===== config.mk =====
export PLATFORM = sky130hd
export DESIGN_NAME = fetch_unit
export DESIGN_NICKNAME = d
export VERILOG_FILES = /design/src/rtl/fetch_pkg.sv /design/src/rtl/branch_lut.sv /design/src/rtl/fetch_unit.sv
export SDC_FILE = /design/constraint.sdc
export NUM_CORES = 1
export LEC_CHECK = 0
export BUFFER_PORTS_ARGS = -buffer_cell sky130_fd_sc_hd__buf_4
export CAP_MARGIN = 30
export CORE_ASPECT_RATIO = 1.1
export CORE_MARGIN = 3
export CORE_UTILIZATION = 30
export DETAILED_ROUTE_END_ITERATION = 12
export SLEW_MARGIN = 25
export SYNTH_ARGS = -nofsm -noshare
export SYNTH_HDL_FRONTEND = slang
export SYNTH_HIERARCHICAL = 1
export SYNTH_SLANG_ARGS = --single-unit

===== constraint.sdc =====
create_clock -name clk -period 5.95 [get_ports clk]
set_clock_uncertainty 0.15 [all_clocks]
set_input_delay 0.8925 -clock clk [delete_from_list [all_inputs] [get_ports clk]]
set_output_delay 0.8925 -clock clk [all_outputs]
set_load 0.1 [all_outputs]

===== src/rtl/fetch_pkg.sv =====
// Shared types and sizing helpers for the instruction fetch front end.
package fetch_pkg;

  typedef enum logic [1:0] {
    IDLE  = 2'd0,
    FETCH = 2'd1,
    ISSUE = 2'd2,
    DONE  = 2'd3
  } fetch_state_t;

  localparam int PC_W_DEF      = 10;
  localparam int INSTR_W_DEF   = 9;
  localparam int LUT_DEPTH_DEF = 32;

  // Index width for a power-of-two table; a single-entry table still needs one bit.
  function automatic int lut_idx_w(input int depth);
    int w;
    if (depth > 1) begin
      w = $clog2(depth);
    end else begin
      w = 1;
    end
    return w;
  endfunction

  localparam int LUT_IDX_W_DEF = lut_idx_w(LUT_DEPTH_DEF);

endpackage


===== src/rtl/branch_lut.sv =====
// Branch-target register file: synchronous write and clear, asynchronous read.
// A read during a write to the same entry returns the pre-write contents.
module branch_lut
  import fetch_pkg::*;
#(
  parameter int DEPTH = LUT_DEPTH_DEF,
  parameter int W     = PC_W_DEF,
  parameter int IDX_W = lut_idx_w(DEPTH)
) (
  input  logic             clk,
  input  logic             reset,
  input  logic             i_we,
  input  logic [IDX_W-1:0] i_waddr,
  input  logic [W-1:0]     i_wdata,
  input  logic [IDX_W-1:0] i_raddr,
  output logic [W-1:0]     o_rdata
);

  logic [W-1:0] r_mem [DEPTH];

  // Table storage with clear-on-reset.
  always_ff @(posedge clk) begin
    if (reset) begin
      for (int i = 0; i < DEPTH; i++) begin
        r_mem[i] <= '0;
      end
    end else if (i_we) begin
      r_mem[i_waddr] <= i_wdata;
    end
  end

  assign o_rdata = r_mem[i_raddr];

endmodule


===== src/rtl/fetch_unit.sv =====
// Instruction fetch front end: PC sequencing, memory request/response and
// valid/ready hand-off of each instruction to the decoder.
module fetch_unit
  import fetch_pkg::*;
#(
  parameter int PC_W      = PC_W_DEF,
  parameter int INSTR_W   = INSTR_W_DEF,
  parameter int LUT_DEPTH = LUT_DEPTH_DEF
) (
  input  logic               clk,
  input  logic               reset,
  input  logic               start,
  input  logic [PC_W-1:0]    progEnd,
  output logic [PC_W-1:0]    imemAddr,
  output logic               imemReq,
  input  logic [INSTR_W-1:0] imemData,
  input  logic               imemValid,
  output logic [INSTR_W-1:0] bits,
  output logic               bitsValid,
  input  logic               bitsReady,
  input  logic               branchEnable,
  input  logic [7:0]         LUTIndex,
  input  logic               LUTwrite,
  input  logic [PC_W-1:0]    lutWrData,
  output logic [PC_W-1:0]    pc,
  output logic               done
);

  localparam int IDX_W = lut_idx_w(LUT_DEPTH);

  fetch_state_t       r_state;
  fetch_state_t       w_state_next;
  logic [PC_W-1:0]    r_pc;
  logic [PC_W-1:0]    w_pc_next;
  logic [INSTR_W-1:0] r_bits;
  logic [INSTR_W-1:0] w_bits_next;
  logic               r_bits_valid;
  logic               w_bits_valid_next;
  logic               r_done;
  logic               w_done_next;
  logic               r_imem_req;
  logic               w_imem_req_next;
  logic [IDX_W-1:0]   w_lut_idx;
  logic [PC_W-1:0]    w_lut_target;
  logic               w_handshake;
  logic               w_unused_idx_hi;

  // Upper index bits select nothing; the table wraps modulo its depth.
  assign w_lut_idx       = LUTIndex[IDX_W-1:0];
  assign w_unused_idx_hi = &{1'b0, LUTIndex[7:IDX_W]};
  assign w_handshake     = r_bits_valid & bitsReady;

  branch_lut #(
    .DEPTH (LUT_DEPTH),
    .W     (PC_W),
    .IDX_W (IDX_W)
  ) u_branch_lut (
    .clk     (clk),
    .reset   (reset),
    .i_we    (LUTwrite),
    .i_waddr (w_lut_idx),
    .i_wdata (lutWrData),
    .i_raddr (w_lut_idx),
    .o_rdata (w_lut_target)
  );

  // State and output registers.
  always_ff @(posedge clk) begin
    if (reset) begin
      r_state      <= IDLE;
      r_pc         <= '0;
      r_bits       <= '0;
      r_bits_valid <= 1'b0;
      r_done       <= 1'b0;
      r_imem_req   <= 1'b0;
    end else begin
      r_state      <= w_state_next;
      r_pc         <= w_pc_next;
      r_bits       <= w_bits_next;
      r_bits_valid <= w_bits_valid_next;
      r_done       <= w_done_next;
      r_imem_req   <= w_imem_req_next;
    end
  end

  // Next-state and next-output decode; imemReq is registered to follow FETCH.
  always_comb begin
    w_state_next      = r_state;
    w_pc_next         = r_pc;
    w_bits_next       = r_bits;
    w_bits_valid_next = r_bits_valid;
    w_done_next       = r_done;
    w_imem_req_next   = r_imem_req;
    case (r_state)
      IDLE: begin
        if (start) begin
          w_state_next    = FETCH;
          w_pc_next       = '0;
          w_imem_req_next = 1'b1;
        end else begin
          w_state_next    = IDLE;
        end
      end
      FETCH: begin
        if (imemValid) begin
          w_bits_next       = imemData;
          w_bits_valid_next = 1'b1;
          w_imem_req_next   = 1'b0;
          w_state_next      = ISSUE;
        end else begin
          w_state_next      = FETCH;
        end
      end
      ISSUE: begin
        if (w_handshake) begin
          w_bits_valid_next = 1'b0;
          // Taken branch wins over the end-of-program check.
          if (branchEnable) begin
            w_pc_next       = w_lut_target;
            w_imem_req_next = 1'b1;
            w_state_next    = FETCH;
          end else if (r_pc == progEnd) begin
            w_done_next     = 1'b1;
            w_state_next    = DONE;
          end else begin
            w_pc_next       = r_pc + {{(PC_W-1){1'b0}}, 1'b1};
            w_imem_req_next = 1'b1;
            w_state_next    = FETCH;
          end
        end else begin
          w_state_next      = ISSUE;
        end
      end
      DONE: begin
        if (start) begin
          w_done_next     = 1'b0;
          w_pc_next       = '0;
          w_imem_req_next = 1'b1;
          w_state_next    = FETCH;
        end else begin
          w_state_next    = DONE;
        end
      end
      default: begin
        w_state_next      = IDLE;
        w_pc_next         = '0;
        w_bits_next       = '0;
        w_bits_valid_next = 1'b0;
        w_done_next       = 1'b0;
        w_imem_req_next   = 1'b0;
      end
    endcase
  end

  assign imemAddr  = r_pc;
  assign imemReq   = r_imem_req;
  assign bits      = r_bits;
  assign bitsValid = r_bits_valid;
  assign pc        = r_pc;
  assign done      = r_done;

endmodule


==> results of run 1 <==
[cells in the mapped netlist, types with 2 or more instances]
master    number
a221oi_2       2
mux2i_1      163
nand3_1       28
buf_2          8
nor2b_1        5
clkbuf_1      65
a311oi_1       3
a31oi_1       15
o211ai_1       2
a21oi_1       33
ha_1           6
buf_6         18
nand2_1       52
buf_4         20
dfxtp_1       24
nor2_1        33
xnor2_1        4
o21ai_0        4
nor4_2         2
nor2_4         8
buf_1          6
nor3_1        12
xor2_1        10
or2_2         33
a211oi_2       2
and2_1       325
nand4_1       13
inv_1          6
nand3b_1       3
clkbuf_2       6
edfxtp_1     320
nand2b_1      15
or3b_4         2
a22oi_1       40
a22o_1        20
o311ai_0       2
[final timing paths]
kind	from	end	slack (ns)	depth (start not counted)
worst max-delay path	LUTIndex[1]	imemAddr[7]	2.59	10
worst min-delay path	bits[4]	bits[4]	0.31	2
worst max register to register	r_state[0]	imemAddr[9]	3.23	6
worst min register to register	bits[4]	bits[4]	0.31	2
[per-layer routing]
metal  part of all wire, %  vias to the layer above  global-route usage (%)
met1                    44                     4983                   18.39
met5                 0.032                        -                       0
met3                   5.8                       64                   2.747
li1                      -                     4725                       -
met2                    48                      261                   22.40
met4                   2.2                        2                   3.737
[report_power, final]
part	internal (mW)	switching [mW]
Combinational	0.154	0.356
Sequential	2.76	0.0406
Clock	1.28	0.922
Total	4.20	1.32
[tightest hold or removal path: stages (launching register included)]
cell and delay (ns):
dfxtp_1 0.31, nand2_1 0.05, a21oi_1 0.05
[state kept, by name (all words and copies together), names as in the netlist]
signal / cells
r_state: 2
imemReq: 1
bits: 9
u_branch_lut/r_mem: 320
bitsValid: 1
imemAddr: 10
done: 1
[final cells by class]
cell class,count,area (um^2),share of cell area [%]
timing repair buffer,83,636.9,3.389
multi-input combinational,853,5967,31.76
clock inverter,17,148.9,0.7924
clock buffer,46,999.7,5.320
tap,736,920.9,4.901
antenna,2,5.005,0.02663
inverter,6,22.52,0.1199
sequential,344,10090,53.70
[kinds of logic (layout without fill, tap and decap cells)]
kind of cell / count (synthesis) / count (layout) / synth area share (%)
buffers and inverters: 129 / 152 / 4.247
and+or+nand+nor: 539 / 539 / 19.06
AOI/OAI and AO/OA: 130 / 130 / 5.517
adders and majority gates: 6 / 6 / 0.4479
DFF: 344 / 344 / 60.20
other: 0 / 2 / 0
muxes: 164 / 164 / 9.801
xor gates and xnor gates: 14 / 14 / 0.7315
==> summary.txt, run 1 <==
1st-iter DRT viols -> 777
Post-CTS Repair Setup Buffers -> 0
Num CTS Buffers -> 36
Vias in the first global route -> 9953
TNS Setup -> 0 ns
Routed vias -> 10040
Critical Path RT -> 6.25 ns
Site Rows -> 90
Post-detailed-route wirelength per cell -> 19.59 um
Synth area leader -> edfxtp_1
Gr usage total -> 13.64%
Commonest non-fill, non-tap cell in the layout -> and2_1
Vias/cell -> 4.808
RSZ-0062 raised after global routing -> no
Crit-path max cell delay -> 0.54 ns
Fmax -> 297.5 MHz
Most frequent cells in the layout -> and2_1 (325), edfxtp_1 (320), mux2i_1 (163), buf_4 (81), nand2_1 (52)
Worst slew pin tran -> 1.001 ns
Initial core utilization -> 30.44%
Post-synthesis sequential area ratio -> 60.20%
GP Congestion -> 0.7958
Hold_buf cts -> 0
Worst-Skew Late Latency -> 0.53 ns
Synth warn -> 6
H-tree levels -> 2
Mapped Area -> 16760 um^2
CTS tree -> built
Layout cells sized above 1 -> 14.38%
Final setup fails -> 0
Netlist cell types -> 52
Hold Fails Final Rpt -> 0
Area after DPL -> 17640 um^2
Power Dens Cells -> 293.6 nW/um^2
Number of remaining DRC errors -> 0
Port buffer count -> 72
Slowest CP cell -> buf_4
Largest net degree at the start of global routing -> 60
Routed WL -> 40880 um
Pre-Repair DR Iteration Count -> 5
Worst-path cell chain -> clkbuf_8, buf_4, mux2i_1, a22o_1, nor3_1, a31oi_1, nand3_1, and2_1, o21ai_0, a221oi_2
Clock tree sinks -> 344
EDFF count, synth -> 320
Syn_nets -> 1376
Static Leak -> 6.929 nW
Slew Limit Fails -> 0
Hold Crit Class -> register to register
Worst Path Max Fanout -> 58
Post-Synthesis Cells -> 1326
First-pass GRT wire length -> 61160 um
Die width -> 231.4 um
CTS resizes -> 0
Area growth from synthesis to layout -> 12.11%
Startpoint Class -> primary input
Overflow after GRT -> 0
CP top delay family -> buffers and inverters
Status -> complete, no violations
Post-synth ARST share -> 0%
Maxcap violations -> 0
Hold Slack -> 0.3061 ns
Data arrival time of the critical path -> 3.66 ns
Die Y -> 253.9 um
Share of the synthesized area in the top cell type -> 57.33%
Setup Crit Path Kind -> primary input to register
Post-DP HPWL -> 25260 um
Pre-CTS setup slack -> 2.067 ns
Non-Filler Instances -> 2087
Tot Pwr -> 5.517 mW
Clock buffer depth -> 3
Die ar. -> 58750 um^2
Main synth FF type -> edfxtp_1
Final Core Density -> 34.12%
Initial antenna violation count -> 3
Period utilization -> 56.49%
Seq cells post-synth -> 344
Critical Path End Type -> register
Max VDD drop -> 0.1596 mV
Filler cells -> 5267
Max-slew headroom -> 32.42%
Final setup margin -> 2.589 ns
Final nets -> 1374
Area contributors post-synth -> edfxtp_1 (57%), and2_1 (12%), mux2i_1 (9.7%)
Core Region -> 55070 um^2
CTS root buf -> clkbuf_16
Syn Area/Cell -> 12.64 um^2
Worst path bufs/invs -> 2
Final antenna-violating net count -> 0
Cells after DPL -> 2022
Ports -> 76
Final instance area -> 18790 um^2
Clock transition at path regs -> 0.06 ns
Period minus WS final -> 3.361 ns
Power figures use the tool's default switching activity.
==> inputs of run 2 (changes only) <==
--- a/config.mk
+++ b/config.mk
@@ -5,6 +5,7 @@
 export SDC_FILE = /design/constraint.sdc
 export NUM_CORES = 1
 export LEC_CHECK = 0
+export ABC_AREA = 1
 export BUFFER_PORTS_ARGS = -buffer_cell sky130_fd_sc_hd__buf_4
 export CAP_MARGIN = 30
 export CORE_ASPECT_RATIO = 1.1
==> constraint.sdc (replaced) <==
create_clock -name clk -period 3.19 [get_ports clk]
set_clock_uncertainty 0.15 [all_clocks]
set_input_delay 0.4785 -clock clk [delete_from_list [all_inputs] [get_ports clk]]
set_output_delay 0.4785 -clock clk [all_outputs]
set_load 0.1 [all_outputs]
==> run 2 against run 1 <==
  * Combinational power rose to 2.6 times the previous value
  * Utilization is 0.58 points higher
  * Cell count increased by 26%
  * Flip-flop and latch count stayed put
  * Area after synthesis shrank 1.0%
  * First-iteration DRC count increased by 59%
  * Non-clock buffer count up 48
  * Via count rose by 26%
  * Worst setup slack got worse by 1.6 ns
  * Critical endpoint is now u_branch_lut/r_mem[7][1]
  * Largest cell class unchanged
==> summary.txt, run 2 <==
Status -> complete, no violations
Crit-path max cell delay -> 0.46 ns
CTS root buf -> clkbuf_16
Max-slew headroom -> 59.14%
Max VDD drop -> 0.3358 mV
Port buffer count -> 72
Slowest CP cell -> nand2_1
Ports -> 76
Most frequent cells in the layout -> nand2_1 (587), nor2_1 (377), edfxtp_1 (320), nand3_1 (256), buf_4 (126)
Cell mode on critical path -> nand2_1
Die Y -> 252.7 um
Number of remaining DRC errors -> 0
Seq cells post-synth -> 344
Synth warn -> 6
Gr usage total -> 14.89%
Initial core utilization -> 30.60%
Fmax -> 451.3 MHz
Final instance area -> 18820 um^2
Synth area leader -> edfxtp_1
Syn Area/Cell -> 9.028 um^2
Worst Path Max Fanout -> 31
First-pass GRT wire length -> 67880 um
Filler cells -> 5511
GP Congestion -> 0.8644
Post-Synthesis Cells -> 1838
Mapped Area -> 16590 um^2
Post-synthesis mux area share -> 0%
Hold Path Cell Cnt -> 2
Maxcap violations -> 0
XOR/XNOR Fraction of Synth Area -> 0.1583%
Startpoint Class -> primary input
Post-synthesis compound-gate area fraction -> 0.7390%
Cell count along the critical path -> 5
Clock transition at path regs -> 0.06 ns
Post-detailed-route wirelength per cell -> 16.77 um
Vias/cell -> 4.813
Worst path bufs/invs -> 2
Clock tree sinks -> 344
Worst slew pin tran -> 0.6109 ns
Power Dens Cells -> 572.6 nW/um^2
Largest family of logic cells by synthesized area -> simple AND/OR/NAND/NOR gates
Routed vias -> 12610
Slew Limit Fails -> 0
Data arrival time of the critical path -> 2.23 ns
Final setup fails -> 0
Die width -> 230.2 um
Hold Fails Final Rpt -> 0
Area after DPL -> 17640 um^2
CTS tree -> built
RSZ-0062 raised after global routing -> no
Worst-Skew Late Latency -> 0.55 ns
Biggest register -> u_branch_lut/r_mem
TNS Setup -> 0 ns
Final Core Density -> 34.71%
EDFF count, synth -> 320
Commonest non-fill, non-tap cell in the layout -> nand2_1
Pre-CTS setup slack -> 0.4567 ns
Final setup margin -> 0.9744 ns
CP top delay family -> simple AND/OR/NAND/NOR gates
Site Rows -> 89
Hold_buf cts -> 0
Most numerous cell in the Yosys netlist -> nand2_1
Final antenna-violating net count -> 0
Post-synth ARST share -> 0%
Hold Slack -> 0.05553 ns
H-tree levels -> 2
Routed WL -> 43930 um
Setup Crit Path Kind -> primary input to register
Initial antenna violation count -> 2
Critical Path RT -> 3.21 ns
Hold Crit Class -> primary input to register
Final nets -> 1911
Critical Path End Type -> register
Post-synthesis sequential area ratio -> 60.81%
Syn_nets -> 1888
1st-iter DRT viols -> 1232
Post-synth top cells -> nand2_1 (587), nor2_1 (377), edfxtp_1 (320)
Die ar. -> 58170 um^2
Period minus WS final -> 2.216 ns
Post-DP HPWL -> 26930 um
Main synth FF type -> edfxtp_1
Max FFs per register -> 320
Non-Filler Instances -> 2620
Static Leak -> 7.657 nW
Pre-Repair DR Iteration Count -> 6
Cells after DPL -> 2548
Core Region -> 54230 um^2
Tot Pwr -> 10.78 mW
Post-Synth Adder-Cell Area -> 0.4524%
Period utilization -> 69.46%
Layout cells sized above 1 -> 10.58%
Overflow after GRT -> 0
Depth of the worst register-to-register path -> 9
Share of the synthesized area in the top cell type -> 57.91%
Vias in the first global route -> 12130
Num CTS Buffers -> 39
CTS resizes -> 0
Area growth from synthesis to layout -> 13.43%
Netlist cell types -> 26
Area contributors post-synth -> edfxtp_1 (58%), nand2_1 (13%), nor2_1 (8.5%)
Post-CTS Repair Setup Buffers -> 0
Simple-gate portion of the synthesized area -> 31.03%
Worst-path cell chain -> buf_4, inv_1, nor3_1, nand2_1, nand2_1
Largest net degree at the start of global routing -> 81
Clock buffer depth -> 3
-- run 2: changes by cell type in the layout (fill, tap and decap cells not counted), moves of 45 or more --
cell     before  now
mux2i_1     163    0
inv_1         6   51
nand3_1      28  256
nor2_1       32  377
and2_1      325    0
nand2_1      52  587
buf_4        81  126
-- run 2: area by class of cell --
cell class / instances / area (um^2) / share of cell area [%]
Clock buffer: 47 / 1027 / 5.458
Tap cell: 728 / 910.9 / 4.839
Sequential cell: 344 / 10090 / 53.61
Antenna cell: 1 / 2.502 / 0.01330
Timing Repair Buffer: 131 / 1046 / 5.557
Inverter: 58 / 220.2 / 1.170
Clock inverter: 24 / 152.6 / 0.8110
Multi-Input combinational cell: 1287 / 5373 / 28.54
-- run 2: cell families (layout without fill, tap and decap cells) --
kind of cell	count (synthesis)	after routing
flip-flops	344	344
buffers and inverters	207	260
AO/OA/AOI/OAI	24	24
AND/OR/NAND/NOR	1254	1254
adder cells (fa/ha/maj)	6	6
XOR/XNOR	3	3
other	0	1
-- run 2: path summary, 6_finish.rpt --
kind                             startpoint                  endpoint  slack (ns)
worst max-delay path            LUTIndex[2]  u_branch_lut/r_mem[7][1]        0.97
worst min-delay path                  reset               imemAddr[2]        0.06
worst max register to register  imemAddr[3]               imemAddr[1]        1.11
worst min register to register      bits[4]                   bits[4]        0.33
-- run 2: layer usage --
metal	track usage [%]	share of wire [%]	wire length, um
met1	20.34	43	18750
met2	23.97	46	20160
met3	2.480	8.7	3832
met5	0	0.030	13
met4	5.328	2.6	1164
-- run 2: worst register-to-register path, stage by stage, from the launching register on --
cell and delay, ns:
dfxtp_1 0.49, inv_1 0.16, nand2_1 0.09, nand4_1 0.12, nor2_1 0.18, nand3_2 0.26, nand3_2 0.31, nand2_1 0.09
nand2_1 0.08, nor2_1 0.04
-- run 2: power by group --
group / leakage (nW) / switching [mW] / internal, mW
clock network: 0.580 / 1.79 / 2.38
logic: 3.84 / 1.01 / 0.329
registers: 3.24 / 0.0967 / 5.17
total: 7.66 / 2.89 / 7.88
